--- src/rtl/hero_wr_arb.sv ---
// hero_wr_arb: per-channel write FIFOs feeding a round-robin, burst-locked
// arbiter that drives the hero bus through one registered output stage.
module hero_wr_arb #(
   parameter int NUM_CH     = 4,
   parameter int DATA_WIDTH = 36,
   parameter int FIFO_DEPTH = 4
) (
   input  logic                         clk,
   input  logic                         rst,
   input  logic [NUM_CH-1:0]            in_valid,
   output logic [NUM_CH-1:0]            in_ready,
   input  logic [NUM_CH*DATA_WIDTH-1:0] in_data,
   input  logic [NUM_CH-1:0]            in_last,
   output logic [1:0]                   out_cycle_type,
   output logic [DATA_WIDTH-1:0]        out_wdat,
   output logic                         out_clk_en,
   output logic [$clog2(NUM_CH)-1:0]    out_chan,
   input  logic                         out_ready,
   output logic                         busy
);

   localparam int CH_W  = $clog2(NUM_CH);
   localparam int AW    = $clog2(FIFO_DEPTH);
   localparam int CNT_W = AW + 1;
   localparam int ENT_W = DATA_WIDTH + 1;
   localparam logic [CNT_W-1:0] FULL_CNT = CNT_W'(FIFO_DEPTH);

   localparam logic [1:0] CYC_IDLE  = 2'd0;
   localparam logic [1:0] CYC_VALID = 2'd1;
   localparam logic [1:0] CYC_DONE  = 2'd2;

   typedef enum logic {ST_IDLE, ST_BURST} state_t;

   // FIFO entry layout: {last, data}
   logic [ENT_W-1:0] mem    [NUM_CH][FIFO_DEPTH];
   logic [AW-1:0]    wr_ptr [NUM_CH];
   logic [AW-1:0]    rd_ptr [NUM_CH];
   logic [CNT_W-1:0] count  [NUM_CH];
   logic [ENT_W-1:0] head   [NUM_CH];

   logic [NUM_CH-1:0] full;
   logic [NUM_CH-1:0] nonempty;
   logic [NUM_CH-1:0] push;
   logic [NUM_CH-1:0] pop;

   state_t          state, state_nxt;
   logic [CH_W-1:0] rr_ptr, rr_nxt;
   logic [CH_W-1:0] lock_ch, lock_nxt;
   logic [CH_W-1:0] sel_ch;
   logic [CH_W:0]   pick;
   logic            pop_any;
   logic [1:0]      cyc_nxt;
   logic            stage_free;

   // First channel with a buffered beat, searching upward from start and
   // wrapping at NUM_CH. Result is {found, channel}.
   function automatic logic [CH_W:0] rr_pick(input logic [NUM_CH-1:0] avail,
                                             input logic [CH_W-1:0]   start);
      logic [CH_W:0] res;
      int            idx;
      res = '0;
      for (int k = 0; k < NUM_CH; k++) begin
         idx = int'(start) + k;
         if (idx >= NUM_CH) idx = idx - NUM_CH;
         if (!res[CH_W] && avail[idx]) res = {1'b1, CH_W'(idx)};
      end
      return res;
   endfunction

   function automatic logic [CH_W-1:0] next_ch(input logic [CH_W-1:0] ch);
      return (ch == CH_W'(NUM_CH - 1)) ? '0 : ch + 1'b1;
   endfunction

   always_comb begin
      for (int i = 0; i < NUM_CH; i++) begin
         full[i]     = (count[i] == FULL_CNT);
         nonempty[i] = (count[i] != '0);
         head[i]     = mem[i][rd_ptr[i]];
      end
   end

   assign in_ready   = ~full & {NUM_CH{~rst}};
   assign push       = in_valid & in_ready;
   assign stage_free = (out_cycle_type == CYC_IDLE) || out_ready;
   assign out_clk_en = (out_cycle_type != CYC_IDLE);
   assign busy       = (state == ST_BURST);

   // Channel FIFOs: storage is not reset, only pointers and occupancy.
   always_ff @(posedge clk) begin
      for (int i = 0; i < NUM_CH; i++) begin
         if (push[i]) mem[i][wr_ptr[i]] <= {in_last[i], in_data[i*DATA_WIDTH +: DATA_WIDTH]};
      end
   end

   always_ff @(posedge clk) begin
      if (rst) begin
         for (int i = 0; i < NUM_CH; i++) begin
            wr_ptr[i] <= '0;
            rd_ptr[i] <= '0;
            count[i]  <= '0;
         end
      end else begin
         for (int i = 0; i < NUM_CH; i++) begin
            if (push[i]) wr_ptr[i] <= wr_ptr[i] + 1'b1;
            if (pop[i])  rd_ptr[i] <= rd_ptr[i] + 1'b1;
            case ({push[i], pop[i]})
               2'b10:   count[i] <= count[i] + 1'b1;
               2'b01:   count[i] <= count[i] - 1'b1;
               default: count[i] <= count[i];
            endcase
         end
      end
   end

   always_comb begin
      pop = '0;
      if (pop_any) pop[sel_ch] = 1'b1;
   end

   // Arbiter state register
   always_ff @(posedge clk) begin
      if (rst) begin
         state   <= ST_IDLE;
         rr_ptr  <= '0;
         lock_ch <= '0;
      end else begin
         state   <= state_nxt;
         rr_ptr  <= rr_nxt;
         lock_ch <= lock_nxt;
      end
   end

   // Grant selection and next state; nothing moves while the output is stalled.
   always_comb begin
      state_nxt = state;
      rr_nxt    = rr_ptr;
      lock_nxt  = lock_ch;
      sel_ch    = lock_ch;
      pop_any   = 1'b0;
      cyc_nxt   = CYC_IDLE;
      pick      = rr_pick(nonempty, rr_ptr);
      if (stage_free) begin
         if (state == ST_IDLE) begin
            if (pick[CH_W]) begin
               sel_ch  = pick[CH_W-1:0];
               pop_any = 1'b1;
            end
         end else if (nonempty[lock_ch]) begin
            pop_any = 1'b1;
         end
         if (pop_any) begin
            if (head[sel_ch][DATA_WIDTH]) begin
               cyc_nxt   = CYC_DONE;
               state_nxt = ST_IDLE;
               rr_nxt    = next_ch(sel_ch);
            end else begin
               cyc_nxt   = CYC_VALID;
               state_nxt = ST_BURST;
               lock_nxt  = sel_ch;
            end
         end
      end
   end

   // Output stage: bubbles keep the last data and channel on the bus.
   always_ff @(posedge clk) begin
      if (rst) begin
         out_cycle_type <= CYC_IDLE;
         out_wdat       <= '0;
         out_chan       <= '0;
      end else if (stage_free) begin
         out_cycle_type <= cyc_nxt;
         if (pop_any) begin
            out_wdat <= head[sel_ch][DATA_WIDTH-1:0];
            out_chan <= sel_ch;
         end
      end
   end

endmodule

--- config.mk ---
export PLATFORM = sky130hd
export DESIGN_NAME = hero_wr_arb
export DESIGN_NICKNAME = d
export VERILOG_FILES = /design/src/rtl/hero_wr_arb.sv
export SDC_FILE = /design/constraint.sdc
export NUM_CORES = 1
export LEC_CHECK = 0
export BUFFER_PORTS_ARGS = -buffer_cell sky130_fd_sc_hd__clkbuf_2
export CORE_MARGIN = 4
export CORE_UTILIZATION = 54
export CTS_CLUSTER_DIAMETER = 100
export CTS_CLUSTER_SIZE = 30
export DETAILED_ROUTE_END_ITERATION = 16
export GPL_TIMING_DRIVEN = 0
export HOLD_SLACK_MARGIN = 0.08
export PLACE_DENSITY = 0.76
export REMOVE_ABC_BUFFERS = 1
export SETUP_SLACK_MARGIN = 0.4
export SLEW_MARGIN = 10
export SYNTH_ARGS = -nofsm -noshare
export SYNTH_HDL_FRONTEND = slang
export SYNTH_SLANG_ARGS = --single-unit
--- constraint.sdc ---
create_clock -name clk -period 2.95 [get_ports clk]
set_input_delay 0 -clock clk [delete_from_list [all_inputs] [get_ports clk]]
set_output_delay 0 -clock clk [all_outputs]
set_load 0.005 [all_outputs]
==> metrics <==
Root Buffer=clkbuf_16; Synth Flop Type=edfxtp_1; clk slew on worst S/H paths=120 ps; Min Hold Slack=158 ps; placed cell area=28600 um^2; Synth cell types=54; layout cells sized above 1=0.332; Slew @ Worst Pin=1040 ps; Final Critical Period=3360 ps; FP Rows=80; fin area=approximately 32000 um^2; I/O pin total=approximately 200; count of final hold-check violations=0; Max Freq=298 MHz; layout net count=1985; CP Capture Type=flop; crit share post-route=1.14; total congestion overflow=0; critical-path maximum fanout=10; Die Width=228 um; setup ws final=-406 ps; most common cell in the netlist=edfxtp_1; final core occ=0.672; vias in the first global route=14984; antenna violations before repair=7; Reg-to-Reg Start=count[3][1]; power per cell area=794 nW/um^2; Commonest cells post-synth=620 x edfxtp_1, 157 x nand2_1, 149 x mux4_2; drt via density=6.02; antenna-violating nets left=0; HPWL Detailed=roughly 40000 um; post-synthesis cell area=26100 um^2; largest net degree at the start of global routing=51; vias post-DR=14699; HP Start=in_data[50]; failing checks=setup timing; Die ar.=approximately 52000 um^2; Post-synth ARST share=0; routed len/inst=25.7 um; drt total wl=62800 um; Post-synth EDFFs=620; TritonCTS Buffers=26; final number of setup-violating endpoints=37; syn avg cell area=19.0 um^2; 1st-pass router iterations=6; CP Class=reg2reg; P_leak=11.2 nW; worst setup path end=count[2][2]; Pins Over Slew Limit=0; number of port buffers=200; Num Clock Sinks=665; crit path launch type=flop; RSZ-0062 raised after global routing=true; Post-Syn Instances=1375; clock buffer depth=3; CP Data Arrival Time=3690 ps; slew margin rel.=0.307; drt initial violations=1635; TNS Setup=-4190 ps; Worst-Skew Late Latency=about 600 ps; top cell type's share of synthesized area=0.714; MaxCap Viol Count=0; Die Y=228 um; core area=47700 um^2; R2R depth=16; global router's overall resource usage=0.235; top post-synthesis cells by area=edfxtp_1 71%, mux4_2 13%, dfxtp_1 3.5%, nand2_1 2.3%, a21oi_1 1.6%; largest area contributor in the netlist=edfxtp_1; initial core utilization=0.546; slack of the worst reg-to-reg path=-410 ps; global-route wire length before repair=93500 um; DR DRC count=0; GPL Wtd Cong=0.871; Worst Hold Class=in2reg; CTS tree=built; crit path launch=count[3][1]; H-tree levels=1; reg-to-reg critical path endpoint=count[2][2]; status=finished, violations left; register area share after synthesis=0.748; Layout Skew=roughly 37 ps; yosys warns=0; Yosys reg bits=665; Req. time, crit path=3290 ps; Worst VDD drop=~0.8 mV; area delta synth->final=22.9%
## state kept, by name, indices dropped and copies added (netlist names)
register        count
out_chan            2
busy                1
rr_ptr              2
count              12
wr_ptr              8
out_wdat           36
out_cycle_type      2
lock_ch             2
mem               592
rd_ptr              8
## kinds of logic after synthesis
family,share of synthesized area
AOI/OAI and AO/OA,0.0394
xor gates and xnor gates,0.00336
adders and majority gates,0.0153
buffers and inverters,0.0165
DFF,0.748
muxes,0.132
and+or+nand+nor,0.0455
## worst min-delay path by stage
stage,to,slack [ps],cells after the start
CTS,mem[3][15],130,2
global route,mem[0][4],150,2
global placement,mem[0][81],210,1
finish,mem[1][51],160,2
detailed placement,mem[3][15],220,1
floorplan,in_ready[0],60,1
## worst max-delay path, cell delays in order, from the launching register on
cell      delay, ps
edfxtp_1        420
inv_2            70
ha_4            170
nor2b_4         140
buf_4           170
a41oi_4         340
nand2_2         240
nor2_4          180
o21ai_4          90
inv_2           110
ha_4            160
nand2b_4         60
fa_2            360
xor2_2          270
nor3_2          100
a21oi_2         150
nor2_1           60
## through the flow
stage,instances,setup slack (ps),total power [mW]
5_1_grt,2439,-458,26.5
6_report,2440,-406,25.5
3_5_place_dp,2171,-646,19.1
2_1_floorplan,1310,-2190,15.9
3_3_place_gp,2125,-6430,18.0
4_1_cts,2410,-89.9,24.8
## placed cells by master (no fill, tap or decap), types with 7 or more instances in the layout
cell             n
a211o_1         35
nor3_4          10
buf_12          18
ha_4             7
buf_8           12
clkbuf_2       200
clkbuf_1        20
nand2_1        151
buf_16          18
clkbuf_16       27
mux4_2         149
a21oi_4         11
and3_2          14
a21oi_1         51
edfxtp_1       620
nor3_1          16
buf_4           52
a21oi_2         20
dfxtp_1         45
nor2_1          22
inv_1           24
ha_1            18
nand2b_1        12
buf_6            9
dlygate4sd3_1  153
## power breakdown
part / switching [mW] / internal [mW] / leakage [nW]
registers: 0.498 / 11.0 / 6.03
clock network: 2.69 / 1.77 / 0.368
logic: 5.10 / 4.35 / 4.76
total: 8.30 / 17.2 / 11.2
## metal layers
layer / vias up / track usage / wire [um]
met3: 125 / 0.0358 / 4660
met2: 686 / 0.397 / 31600
li1: 6316 / - / -
met4: 6 / 0.0611 / 1800
met5: - / 0 / 41
met1: 7566 / 0.327 / 24700
## cell type report
class / count / area (um^2)
Fill cell: 2989 / 15700
Sequential cell: 665 / 19500
Clock inverter: 1 / 30.0
Clock buffer: 47 / 751
Timing Repair Buffer: 462 / 4060
Inverter: 29 / 109
Tap cell: 615 / 769
Antenna cell: 5 / 12.5
Multi-Input combinational cell: 616 / 6820
## timing repair
action                                  in CTS  in global routing
hold buffers                               153                  0
buffers inserted                            38                 25
endpoints found under the setup margin      74                 92
hold endpoints to repair                   741                  0
pin swaps                                   25                 15
gates resized for setup                    100                 35
Note: power is estimated with default switching activity, not from simulation.
